--- src/rtl/dmem_access_ctrl_if.sv ---
// ---------------------------------------------------------------------------
// dmem_access_ctrl_if
// Word-granular request/response bus between the data-memory access
// controller (master) and the data-cache wrapper (slave).
//   req_cpu  : request strobe, accepted on a cycle with req_cpu && !stall
//   read     : read command
//   write    : write command
//   address  : word-aligned byte address
//   wrdata   : write data
//   stall    : cache cannot accept the request this cycle
//   done     : transaction complete, rddata valid in the same cycle
//   rddata   : read data
// ---------------------------------------------------------------------------
interface dmem_access_ctrl_if;
    logic        req_cpu;
    logic        read;
    logic        write;
    logic [31:0] address;
    logic [31:0] wrdata;
    logic        stall;
    logic        done;
    logic [31:0] rddata;

    modport master (
        output req_cpu, read, write, address, wrdata,
        input  stall, done, rddata
    );

    modport slave (
        input  req_cpu, read, write, address, wrdata,
        output stall, done, rddata
    );
endinterface

--- src/rtl/dmem_access_ctrl.sv ---
// ---------------------------------------------------------------------------
// dmem_access_ctrl
// Converts RISC-V loads/stores (byte/half/word) into word-aligned 32-bit
// cache transactions. Sub-word stores are read-modify-write; loads return
// right-justified, sign/zero-extended data with a one-cycle ld_valid pulse.
// Misaligned requests are rejected with err_misalign and never issued; a
// transaction that sees no done for TIMEOUT_CYCLES is aborted with
// err_timeout.
// Ports:
//   clk, rstn          : clock, async active-low reset
//   op_*               : upstream request (valid/ready handshake)
//   ld_valid, ld_data  : load result
//   err_misalign       : pulse on rejected misaligned request
//   err_timeout        : pulse on aborted transaction
//   busy               : controller not idle
//   cache              : cache bus (master side)
//   cnt_load/store/rmw : saturating completion counters
// ---------------------------------------------------------------------------
module dmem_access_ctrl #(
    parameter int unsigned TIMEOUT_CYCLES = 1024,
    parameter int unsigned CNT_W          = 16
) (
    input  logic                    clk,
    input  logic                    rstn,
    input  logic                    op_valid,
    output logic                    op_ready,
    input  logic                    op_load,
    input  logic                    op_store,
    input  logic [31:0]             op_addr,
    input  logic [31:0]             op_wdata,
    input  logic [1:0]              op_store_sel,
    input  logic [2:0]              op_load_sel,
    output logic                    ld_valid,
    output logic [31:0]             ld_data,
    output logic                    err_misalign,
    output logic                    err_timeout,
    output logic                    busy,
    dmem_access_ctrl_if.master      cache,
    output logic [CNT_W-1:0]        cnt_load,
    output logic [CNT_W-1:0]        cnt_store,
    output logic [CNT_W-1:0]        cnt_rmw
);

    localparam int unsigned TMO_W = (TIMEOUT_CYCLES > 1) ? $clog2(TIMEOUT_CYCLES) : 1;
    localparam logic [TMO_W-1:0] TMO_LAST = TMO_W'(TIMEOUT_CYCLES - 1);

    typedef enum logic [2:0] {
        S_IDLE    = 3'd0,
        S_RD_REQ  = 3'd1,
        S_RD_WAIT = 3'd2,
        S_WR_REQ  = 3'd3,
        S_WR_WAIT = 3'd4
    } state_e;

    typedef enum logic [1:0] {
        SZ_BYTE = 2'd0,
        SZ_HALF = 2'd1,
        SZ_WORD = 2'd2
    } size_e;

    // Little-endian extraction of the addressed lane, optionally sign-extended.
    function automatic logic [31:0] extract_load(input logic [31:0] word,
                                                 input logic [1:0]  off,
                                                 input size_e       size,
                                                 input logic        sgn);
        logic [7:0]  b;
        logic [15:0] h;
        logic [31:0] r;
        case (off)
            2'b00:   b = word[7:0];
            2'b01:   b = word[15:8];
            2'b10:   b = word[23:16];
            default: b = word[31:24];
        endcase
        h = off[1] ? word[31:16] : word[15:0];
        case (size)
            SZ_BYTE: r = {{24{sgn & b[7]}}, b};
            SZ_HALF: r = {{16{sgn & h[15]}}, h};
            default: r = word;
        endcase
        return r;
    endfunction

    // Replace the addressed byte/half of the memory word with store data.
    function automatic logic [31:0] merge_store(input logic [31:0] word,
                                                input logic [1:0]  off,
                                                input size_e       size,
                                                input logic [31:0] wd);
        logic [31:0] r;
        r = word;
        case (size)
            SZ_BYTE: begin
                case (off)
                    2'b00:   r[7:0]   = wd[7:0];
                    2'b01:   r[15:8]  = wd[7:0];
                    2'b10:   r[23:16] = wd[7:0];
                    default: r[31:24] = wd[7:0];
                endcase
            end
            SZ_HALF: begin
                if (off[1]) r[31:16] = wd[15:0];
                else        r[15:0]  = wd[15:0];
            end
            default: r = wd;
        endcase
        return r;
    endfunction

    state_e            state_r, state_n;
    logic [TMO_W-1:0]  tmo_cnt_r;
    logic              op_ready_r, busy_r, ld_valid_r, err_misalign_r, err_timeout_r;
    logic              req_cpu_r, read_r, write_r;
    logic [31:0]       ld_data_r, address_r, wrdata_r, wdata_r;
    logic [1:0]        off_r;
    size_e             size_r;
    logic              signed_r, rmw_r;
    logic [CNT_W-1:0]  cnt_load_r, cnt_store_r, cnt_rmw_r;

    logic              req_load_s, req_store_s, req_signed_s, misalign_s;
    size_e             req_size_s;
    logic              accept_s, start_s, reject_s;
    logic              rd_done_s, wr_done_s, tmo_hit_s;

    // Decode the incoming request: access size, extension and alignment.
    always_comb begin
        req_store_s  = op_store;
        req_load_s   = op_load & ~op_store;
        req_size_s   = SZ_WORD;
        req_signed_s = 1'b0;
        if (req_store_s) begin
            case (op_store_sel)
                2'b00:   req_size_s = SZ_BYTE;
                2'b01:   req_size_s = SZ_HALF;
                default: req_size_s = SZ_WORD;
            endcase
        end else begin
            case (op_load_sel)
                3'b000:  begin req_size_s = SZ_BYTE; req_signed_s = 1'b1; end
                3'b001:  begin req_size_s = SZ_HALF; req_signed_s = 1'b1; end
                3'b011:  req_size_s = SZ_BYTE;
                3'b100:  req_size_s = SZ_HALF;
                default: req_size_s = SZ_WORD;
            endcase
        end
        case (req_size_s)
            SZ_HALF: misalign_s = op_addr[0];
            SZ_WORD: misalign_s = (op_addr[1:0] != 2'b00);
            default: misalign_s = 1'b0;
        endcase
        accept_s = op_valid & op_ready_r;
        start_s  = accept_s & (req_load_s | req_store_s) & ~misalign_s;
        reject_s = accept_s & (req_load_s | req_store_s) & misalign_s;
    end

    // Next-state logic; done is only honoured in the wait states.
    always_comb begin
        state_n   = state_r;
        rd_done_s = 1'b0;
        wr_done_s = 1'b0;
        tmo_hit_s = 1'b0;
        case (state_r)
            S_IDLE: begin
                if (start_s) begin
                    if (req_store_s && (req_size_s == SZ_WORD)) state_n = S_WR_REQ;
                    else                                          state_n = S_RD_REQ;
                end else begin
                    state_n = S_IDLE;
                end
            end
            S_RD_REQ: begin
                if (!cache.stall) state_n = S_RD_WAIT;
                else              state_n = S_RD_REQ;
            end
            S_RD_WAIT: begin
                if (cache.done) begin
                    rd_done_s = 1'b1;
                    state_n   = rmw_r ? S_WR_REQ : S_IDLE;
                end else if (tmo_cnt_r == TMO_LAST) begin
                    tmo_hit_s = 1'b1;
                    state_n   = S_IDLE;
                end else begin
                    state_n = S_RD_WAIT;
                end
            end
            S_WR_REQ: begin
                if (!cache.stall) state_n = S_WR_WAIT;
                else              state_n = S_WR_REQ;
            end
            S_WR_WAIT: begin
                if (cache.done) begin
                    wr_done_s = 1'b1;
                    state_n   = S_IDLE;
                end else if (tmo_cnt_r == TMO_LAST) begin
                    tmo_hit_s = 1'b1;
                    state_n   = S_IDLE;
                end else begin
                    state_n = S_WR_WAIT;
                end
            end
            default: state_n = S_IDLE;
        endcase
    end

    // State register and wait-state timeout counter (cleared on any state change).
    always_ff @(posedge clk or negedge rstn) begin
        if (!rstn) begin
            state_r   <= S_IDLE;
            tmo_cnt_r <= '0;
        end else begin
            state_r <= state_n;
            if ((state_n != state_r) ||
                ((state_r != S_RD_WAIT) && (state_r != S_WR_WAIT))) begin
                tmo_cnt_r <= '0;
            end else begin
                tmo_cnt_r <= tmo_cnt_r + TMO_W'(1);
            end
        end
    end

    // Registered status and cache strobes, decoded from the next state.
    always_ff @(posedge clk or negedge rstn) begin
        if (!rstn) begin
            op_ready_r     <= 1'b0;
            busy_r         <= 1'b0;
            req_cpu_r      <= 1'b0;
            read_r         <= 1'b0;
            write_r        <= 1'b0;
            ld_valid_r     <= 1'b0;
            ld_data_r      <= 32'h0000_0000;
            err_misalign_r <= 1'b0;
            err_timeout_r  <= 1'b0;
        end else begin
            op_ready_r     <= (state_n == S_IDLE);
            busy_r         <= (state_n != S_IDLE);
            req_cpu_r      <= (state_n == S_RD_REQ) || (state_n == S_WR_REQ);
            read_r         <= (state_n == S_RD_REQ);
            write_r        <= (state_n == S_WR_REQ);
            ld_valid_r     <= rd_done_s & ~rmw_r;
            err_misalign_r <= reject_s;
            err_timeout_r  <= tmo_hit_s;
            if (rd_done_s && !rmw_r) begin
                ld_data_r <= extract_load(cache.rddata, off_r, size_r, signed_r);
            end
        end
    end

    // Request capture and write-data formation (direct for SW, merged for RMW).
    always_ff @(posedge clk or negedge rstn) begin
        if (!rstn) begin
            address_r <= 32'h0000_0000;
            wrdata_r  <= 32'h0000_0000;
            wdata_r   <= 32'h0000_0000;
            off_r     <= 2'b00;
            size_r    <= SZ_WORD;
            signed_r  <= 1'b0;
            rmw_r     <= 1'b0;
        end else if (start_s) begin
            address_r <= {op_addr[31:2], 2'b00};
            wdata_r   <= op_wdata;
            off_r     <= op_addr[1:0];
            size_r    <= req_size_s;
            signed_r  <= req_signed_s;
            rmw_r     <= req_store_s && (req_size_s != SZ_WORD);
            if (req_store_s && (req_size_s == SZ_WORD)) begin
                wrdata_r <= op_wdata;
            end
        end else if (rd_done_s && rmw_r) begin
            wrdata_r <= merge_store(cache.rddata, off_r, size_r, wdata_r);
        end
    end

    // Saturating completion counters; aborted transactions never count.
    always_ff @(posedge clk or negedge rstn) begin
        if (!rstn) begin
            cnt_load_r  <= '0;
            cnt_store_r <= '0;
            cnt_rmw_r   <= '0;
        end else begin
            if (rd_done_s && !rmw_r && (cnt_load_r != {CNT_W{1'b1}})) begin
                cnt_load_r <= cnt_load_r + CNT_W'(1);
            end
            if (wr_done_s && (cnt_store_r != {CNT_W{1'b1}})) begin
                cnt_store_r <= cnt_store_r + CNT_W'(1);
            end
            if (wr_done_s && rmw_r && (cnt_rmw_r != {CNT_W{1'b1}})) begin
                cnt_rmw_r <= cnt_rmw_r + CNT_W'(1);
            end
        end
    end

    assign op_ready      = op_ready_r;
    assign busy          = busy_r;
    assign ld_valid      = ld_valid_r;
    assign ld_data       = ld_data_r;
    assign err_misalign  = err_misalign_r;
    assign err_timeout   = err_timeout_r;
    assign cache.req_cpu = req_cpu_r;
    assign cache.read    = read_r;
    assign cache.write   = write_r;
    assign cache.address = address_r;
    assign cache.wrdata  = wrdata_r;
    assign cnt_load      = cnt_load_r;
    assign cnt_store     = cnt_store_r;
    assign cnt_rmw       = cnt_rmw_r;

endmodule

--- src/flat_wrapper.sv ---
// flat-port wrapper written by rule: the top's interface ports become plain ports
module dmem_access_ctrl_flat 
#(
    parameter int unsigned TIMEOUT_CYCLES = 1024,
    parameter int unsigned CNT_W          = 16
)
  (clk, rstn, op_valid, op_ready, op_load, op_store, op_addr, op_wdata, op_store_sel, op_load_sel, ld_valid, ld_data, err_misalign, err_timeout, busy, cnt_load, cnt_store, cnt_rmw, cache_req_cpu, cache_read, cache_write, cache_address, cache_wrdata, cache_stall, cache_done, cache_rddata);
  dmem_access_ctrl_if cache_i ();
  input  logic clk;
  input  logic rstn;
  input  logic op_valid;
  output logic op_ready;
  input  logic op_load;
  input  logic op_store;
  input  logic [31:0] op_addr;
  input  logic [31:0] op_wdata;
  input  logic [1:0] op_store_sel;
  input  logic [2:0] op_load_sel;
  output logic ld_valid;
  output logic [31:0] ld_data;
  output logic err_misalign;
  output logic err_timeout;
  output logic busy;
  output logic [CNT_W-1:0] cnt_load;
  output logic [CNT_W-1:0] cnt_store;
  output logic [CNT_W-1:0] cnt_rmw;
  output wire logic [$bits(cache_i.req_cpu)-1:0] cache_req_cpu;
  output wire logic [$bits(cache_i.read)-1:0] cache_read;
  output wire logic [$bits(cache_i.write)-1:0] cache_write;
  output wire logic [$bits(cache_i.address)-1:0] cache_address;
  output wire logic [$bits(cache_i.wrdata)-1:0] cache_wrdata;
  input wire logic [$bits(cache_i.stall)-1:0] cache_stall;
  input wire logic [$bits(cache_i.done)-1:0] cache_done;
  input wire logic [$bits(cache_i.rddata)-1:0] cache_rddata;
  assign cache_req_cpu = cache_i.req_cpu;
  assign cache_read = cache_i.read;
  assign cache_write = cache_i.write;
  assign cache_address = cache_i.address;
  assign cache_wrdata = cache_i.wrdata;
  assign cache_i.stall = cache_stall;
  assign cache_i.done = cache_done;
  assign cache_i.rddata = cache_rddata;
  dmem_access_ctrl #(.TIMEOUT_CYCLES(TIMEOUT_CYCLES), .CNT_W(CNT_W)) u_core (.clk(clk), .rstn(rstn), .op_valid(op_valid), .op_ready(op_ready), .op_load(op_load), .op_store(op_store), .op_addr(op_addr), .op_wdata(op_wdata), .op_store_sel(op_store_sel), .op_load_sel(op_load_sel), .ld_valid(ld_valid), .ld_data(ld_data), .err_misalign(err_misalign), .err_timeout(err_timeout), .busy(busy), .cache(cache_i), .cnt_load(cnt_load), .cnt_store(cnt_store), .cnt_rmw(cnt_rmw));
endmodule
--- config.mk ---
export PLATFORM = sky130hd
export DESIGN_NAME = dmem_access_ctrl_flat
export DESIGN_NICKNAME = d
export VERILOG_FILES = /design/src/rtl/dmem_access_ctrl_if.sv /design/src/rtl/dmem_access_ctrl.sv /design/src/flat_wrapper.sv
export SDC_FILE = /design/constraint.sdc
export NUM_CORES = 1
export LEC_CHECK = 0
export CAP_MARGIN = 20
export CORE_MARGIN = 8
export CORE_UTILIZATION = 53
export DETAILED_ROUTE_END_ITERATION = 10
export GPL_TIMING_DRIVEN = 0
export MAX_ROUTING_LAYER = met4
export PLACE_DENSITY = 0.86
export SLEW_MARGIN = 15
export SYNTH_ARGS = -nofsm -noshare
export SYNTH_HDL_FRONTEND = slang
export SYNTH_SLANG_ARGS = --single-unit
export TNS_END_PERCENT = 20
--- constraint.sdc ---
create_clock -name clk -period 4.37 [get_ports clk]
set_clock_uncertainty 0.15 [all_clocks]
set_input_delay 0.6555 -clock clk [delete_from_list [all_inputs] [get_ports clk]]
set_output_delay 0.6555 -clock clk [all_outputs]
set_load 0.02 [all_outputs]
==> out/results.ini <==
[worst_setup_path]
worstReg2RegStart = u_core.size_r[1]
setup.worst_path.end_class = register
reg2reg_depth = 6
arrival_ns = 4.04
rrSetupSlack_ns = 1.82
crit_required_ns = 4.63
path_class = in -> reg
reg2reg_to = u_core.cache.wrdata[3]
critPathLaunchType = input port
cp_max_fo = 10

[detailed_routing]
wl_met1_mm = 12.78
first_iter_violations = 984
wl_mm = 31.64
drt_first_pass_iters = 8
wl_per_cell_um = 20.23
routed-via-count = 8999
drc = 0
drtAntennaViolNets = 0
wl_met3_mm = 2.938
route.met2.wl_mm = 14.82
top_layer = met4
via_per_inst = 5.754

[finish]
drive_gt1_share_pct = 10.40
nNetsFinal = 1425
stdcell_area_um2 = 13680
syn_to_final_growth_pct = 39.09

[hold_path]
hold_end = u_core.cache.address[26]
hold_start = u_core.cache.address[26]
hold_path_depth = 2
holdCritPathClass = reg -> reg

[cts]
cts.reportedPaths.clkPinSlew_ns = 0.06
cts_tree = done
root_buffer = clkbuf_16
clock_latency_ns = 0.52
cts_sinks = 201
numCtsBuffers = 23
cts_hold_buffers = 1
cts_buffer_depth = 3
post-cts-setup-buffers = 0
htree_levels = 1
postCtsResizedCells = 0

[status]
status = finished clean

[floorplan]
floorplan.initialDensity_pct = 53.27
num_rows = 50
die_area_um2 = 23160
core_area_um2 = 18460
io_pins = 260
die_x_um = 152.2
fp.dieH_um = 152.2

[global_routing]
grt_first_pass_wirelength_mm = 50.31
grt_use_total_pct = 27.39
grt-ovfl-total = 0
first_global_vias = 9301
antenna_found_initial = 3
grt_max_degree = 90

[sta]
hold_viol_final = 0
max_freq_mhz = 264.0
relSlewSlack_pct = 49.56
fin_crit_sh_pct = 86.66
rsz0062_at_grt = false
tightest_slew_ns = 0.7549
slew_viol_final = 0
setup_viol_count_final = 0
period_minus_slack_ns = 3.787

[synthesis]
ys_types = 70
seq_area_frac_synth_pct = 51.17
synthFlopType = dfrtp_1
ys_ff_latch = 201
ys_warn_count = 0
synth_area_um2 = 9832
synth.avg_cell_area_um2 = 9.573
syn_inst = 1027
synth_edf_count = 0
async_flop_share_pct = 100.0

[place]
hpwl_mm = 23.64
routabilityCongestion = 0.9503
dpl-instance-area_um2 = 12740
numPortBuffers = 255

[power_and_ir_drop]
p_per_area_nw_per_um2 = 683.3
leakage_nw = 6.085
power_mw = 9.345
vdd_drop_max_mv = 0.4508

[job]
cap_violations = 0

## flip-flops by register name, indices dropped and copies added (netlist names), 2 cells and up
| signal | flops |
|---|---|
| u_core.off_r | 2 |
| u_core.tmo_cnt_r | 10 |
| u_core.state_r | 3 |
| u_core.cnt_load | 16 |
| u_core.cnt_rmw | 16 |
| u_core.cnt_store | 16 |
| u_core.size_r | 2 |
| u_core.cache.address | 30 |
| u_core.ld_data | 32 |
| u_core.wdata_r | 32 |
| u_core.cache.wrdata | 32 |
## cells by family (layout without fill, tap and decap cells)
group           count (synthesis)  in the layout  synth area share (%)
buf+inv                        78            377                 3.385
fa+ha+maj                       6              6                0.7635
xor+xnor                       46             46                 4.098
mux                            58             58                 6.618
compound gates                171            171                 13.12
flops                         201            201                 51.17
simple gates                  466            466                 20.81
other cells                     1              5               0.03814
## final cells by class
type                    count  area (um2)
diodes                      3       7.507
fillers                  1300        4780
repair buffers            258        2623
well taps                 234       292.8
inverters                  17       63.81
plain buffers              61       269.0
multi-input cells         749        4472
clock inverters            15       310.3
clock buffers              26       606.8
flip-flops and latches    201        5031
## worst max-delay path by stage
stage                        start                endpoint  slack [ns]  cells after the start
floorplan                 op_store  u_core.cache.wrdata[6]        1.15                      9
global placement              rstn      u_core.ld_data[11]       -5.66                      1
detailed placement  op_load_sel[0]  u_core.cache.wrdata[6]         0.1                     12
CTS                 op_load_sel[0]  u_core.cache.wrdata[6]        0.61                     12
global route        op_load_sel[0]  u_core.cache.wrdata[7]        0.40                     12
finish              op_load_sel[0]  u_core.cache.wrdata[6]        0.58                     12
## metrics by stage
step	cells	util [%]	hold WS (ns)	TNS, ns	setup slack (ns)
2_1_floorplan	1028	-	0.2099	0	1.147
3_3_place_gp	1517	68.71	0.3065	-1131.41	-5.656
3_5_place_dp	1519	69.04	0.3127	0	0.09677
4_1_cts	1561	74.06	0.3269	0	0.6077
5_1_grt	1564	74.10	0.3453	0	0.3983
6_report	1564	74.10	0.3211	0	0.5828
## layout by cell type (no fill, tap or decap), types with 5 or more instances in the layout
cell,netlist,layout
a21o_1,5,5
a21oi_1,24,24
a221o_1,16,16
a221oi_1,9,9
a222oi_1,16,16
a31o_2,7,7
and2_1,5,5
and3_1,10,10
buf_2,17,17
buf_4,5,5
bufinv_16,0,9
clkbuf_1,37,38
clkbuf_16,0,23
clkdlybuf4s50_1,0,254
dfrtp_1,200,200
ha_1,6,6
inv_1,16,16
mux2_2,45,45
mux2i_1,11,11
nand2_1,289,289
nand2b_1,16,16
nand3_1,24,24
nand4_1,10,10
nor2_1,63,63
nor2b_1,10,10
nor3_1,10,10
o211ai_1,14,14
o21ai_0,34,34
o221a_2,8,8
o221ai_1,6,6
o22ai_1,10,10
xnor2_1,24,24
xor2_1,22,22
## power by group
group,internal [mW],switching (mW)
Combinational,1.79,2.18
Clock,1.53,0.794
Sequential,2.52,0.529
## Yosys cell counts (3+ instances only)
cell type | n | share of area, %
nand2_1 | 289 | 11
dfrtp_1 | 200 | 51
nor2_1 | 63 | 2.4
mux2_2 | 45 | 5.2
clkbuf_1 | 37 | 1.4
o21ai_0 | 34 | 1.7
a21oi_1 | 24 | 1.2
nand3_1 | 24 | 1.2
xnor2_1 | 24 | 2.1
xor2_1 | 22 | 2.0
buf_2 | 17 | 0.87
a221o_1 | 16 | 1.6
a222oi_1 | 16 | 1.6
inv_1 | 16 | 0.61
nand2b_1 | 16 | 1.0
o211ai_1 | 14 | 1.1
mux2i_1 | 11 | 1.1
and3_1 | 10 | 0.64
nand4_1 | 10 | 0.64
nor2b_1 | 10 | 0.64
nor3_1 | 10 | 0.51
o22ai_1 | 10 | 0.64
a221oi_1 | 9 | 0.80
o221a_2 | 8 | 0.92
a31o_2 | 7 | 0.62
ha_1 | 6 | 0.76
o221ai_1 | 6 | 0.53
a21o_1 | 5 | 0.38
and2_1 | 5 | 0.32
buf_4 | 5 | 0.38
nor4_1 | 4 | 0.25
a31oi_1 | 3 | 0.19
nor3b_1 | 3 | 0.23
or2_1 | 3 | 0.19
## metal layers
layer / global-route usage [%] / vias up
met5: - / -
met4: 10.38 / 0
met3: 7.033 / 76
met2: 43.48 / 452
met1: 33.25 / 4315
li1: - / 4156
## critical path, cell delays in order
cell and delay, ns:
clkdlybuf4s50_1 0.55, mux2i_1 0.22, nor2_1 0.05, a21oi_1 0.25, inv_1 0.09, ha_1 0.26, or2_1 0.28, a311oi_2 0.42
nand3_2 0.30, nand2_1 0.36, buf_4 0.26, mux2_2 0.34
Note: power is estimated with default switching activity, not from simulation.
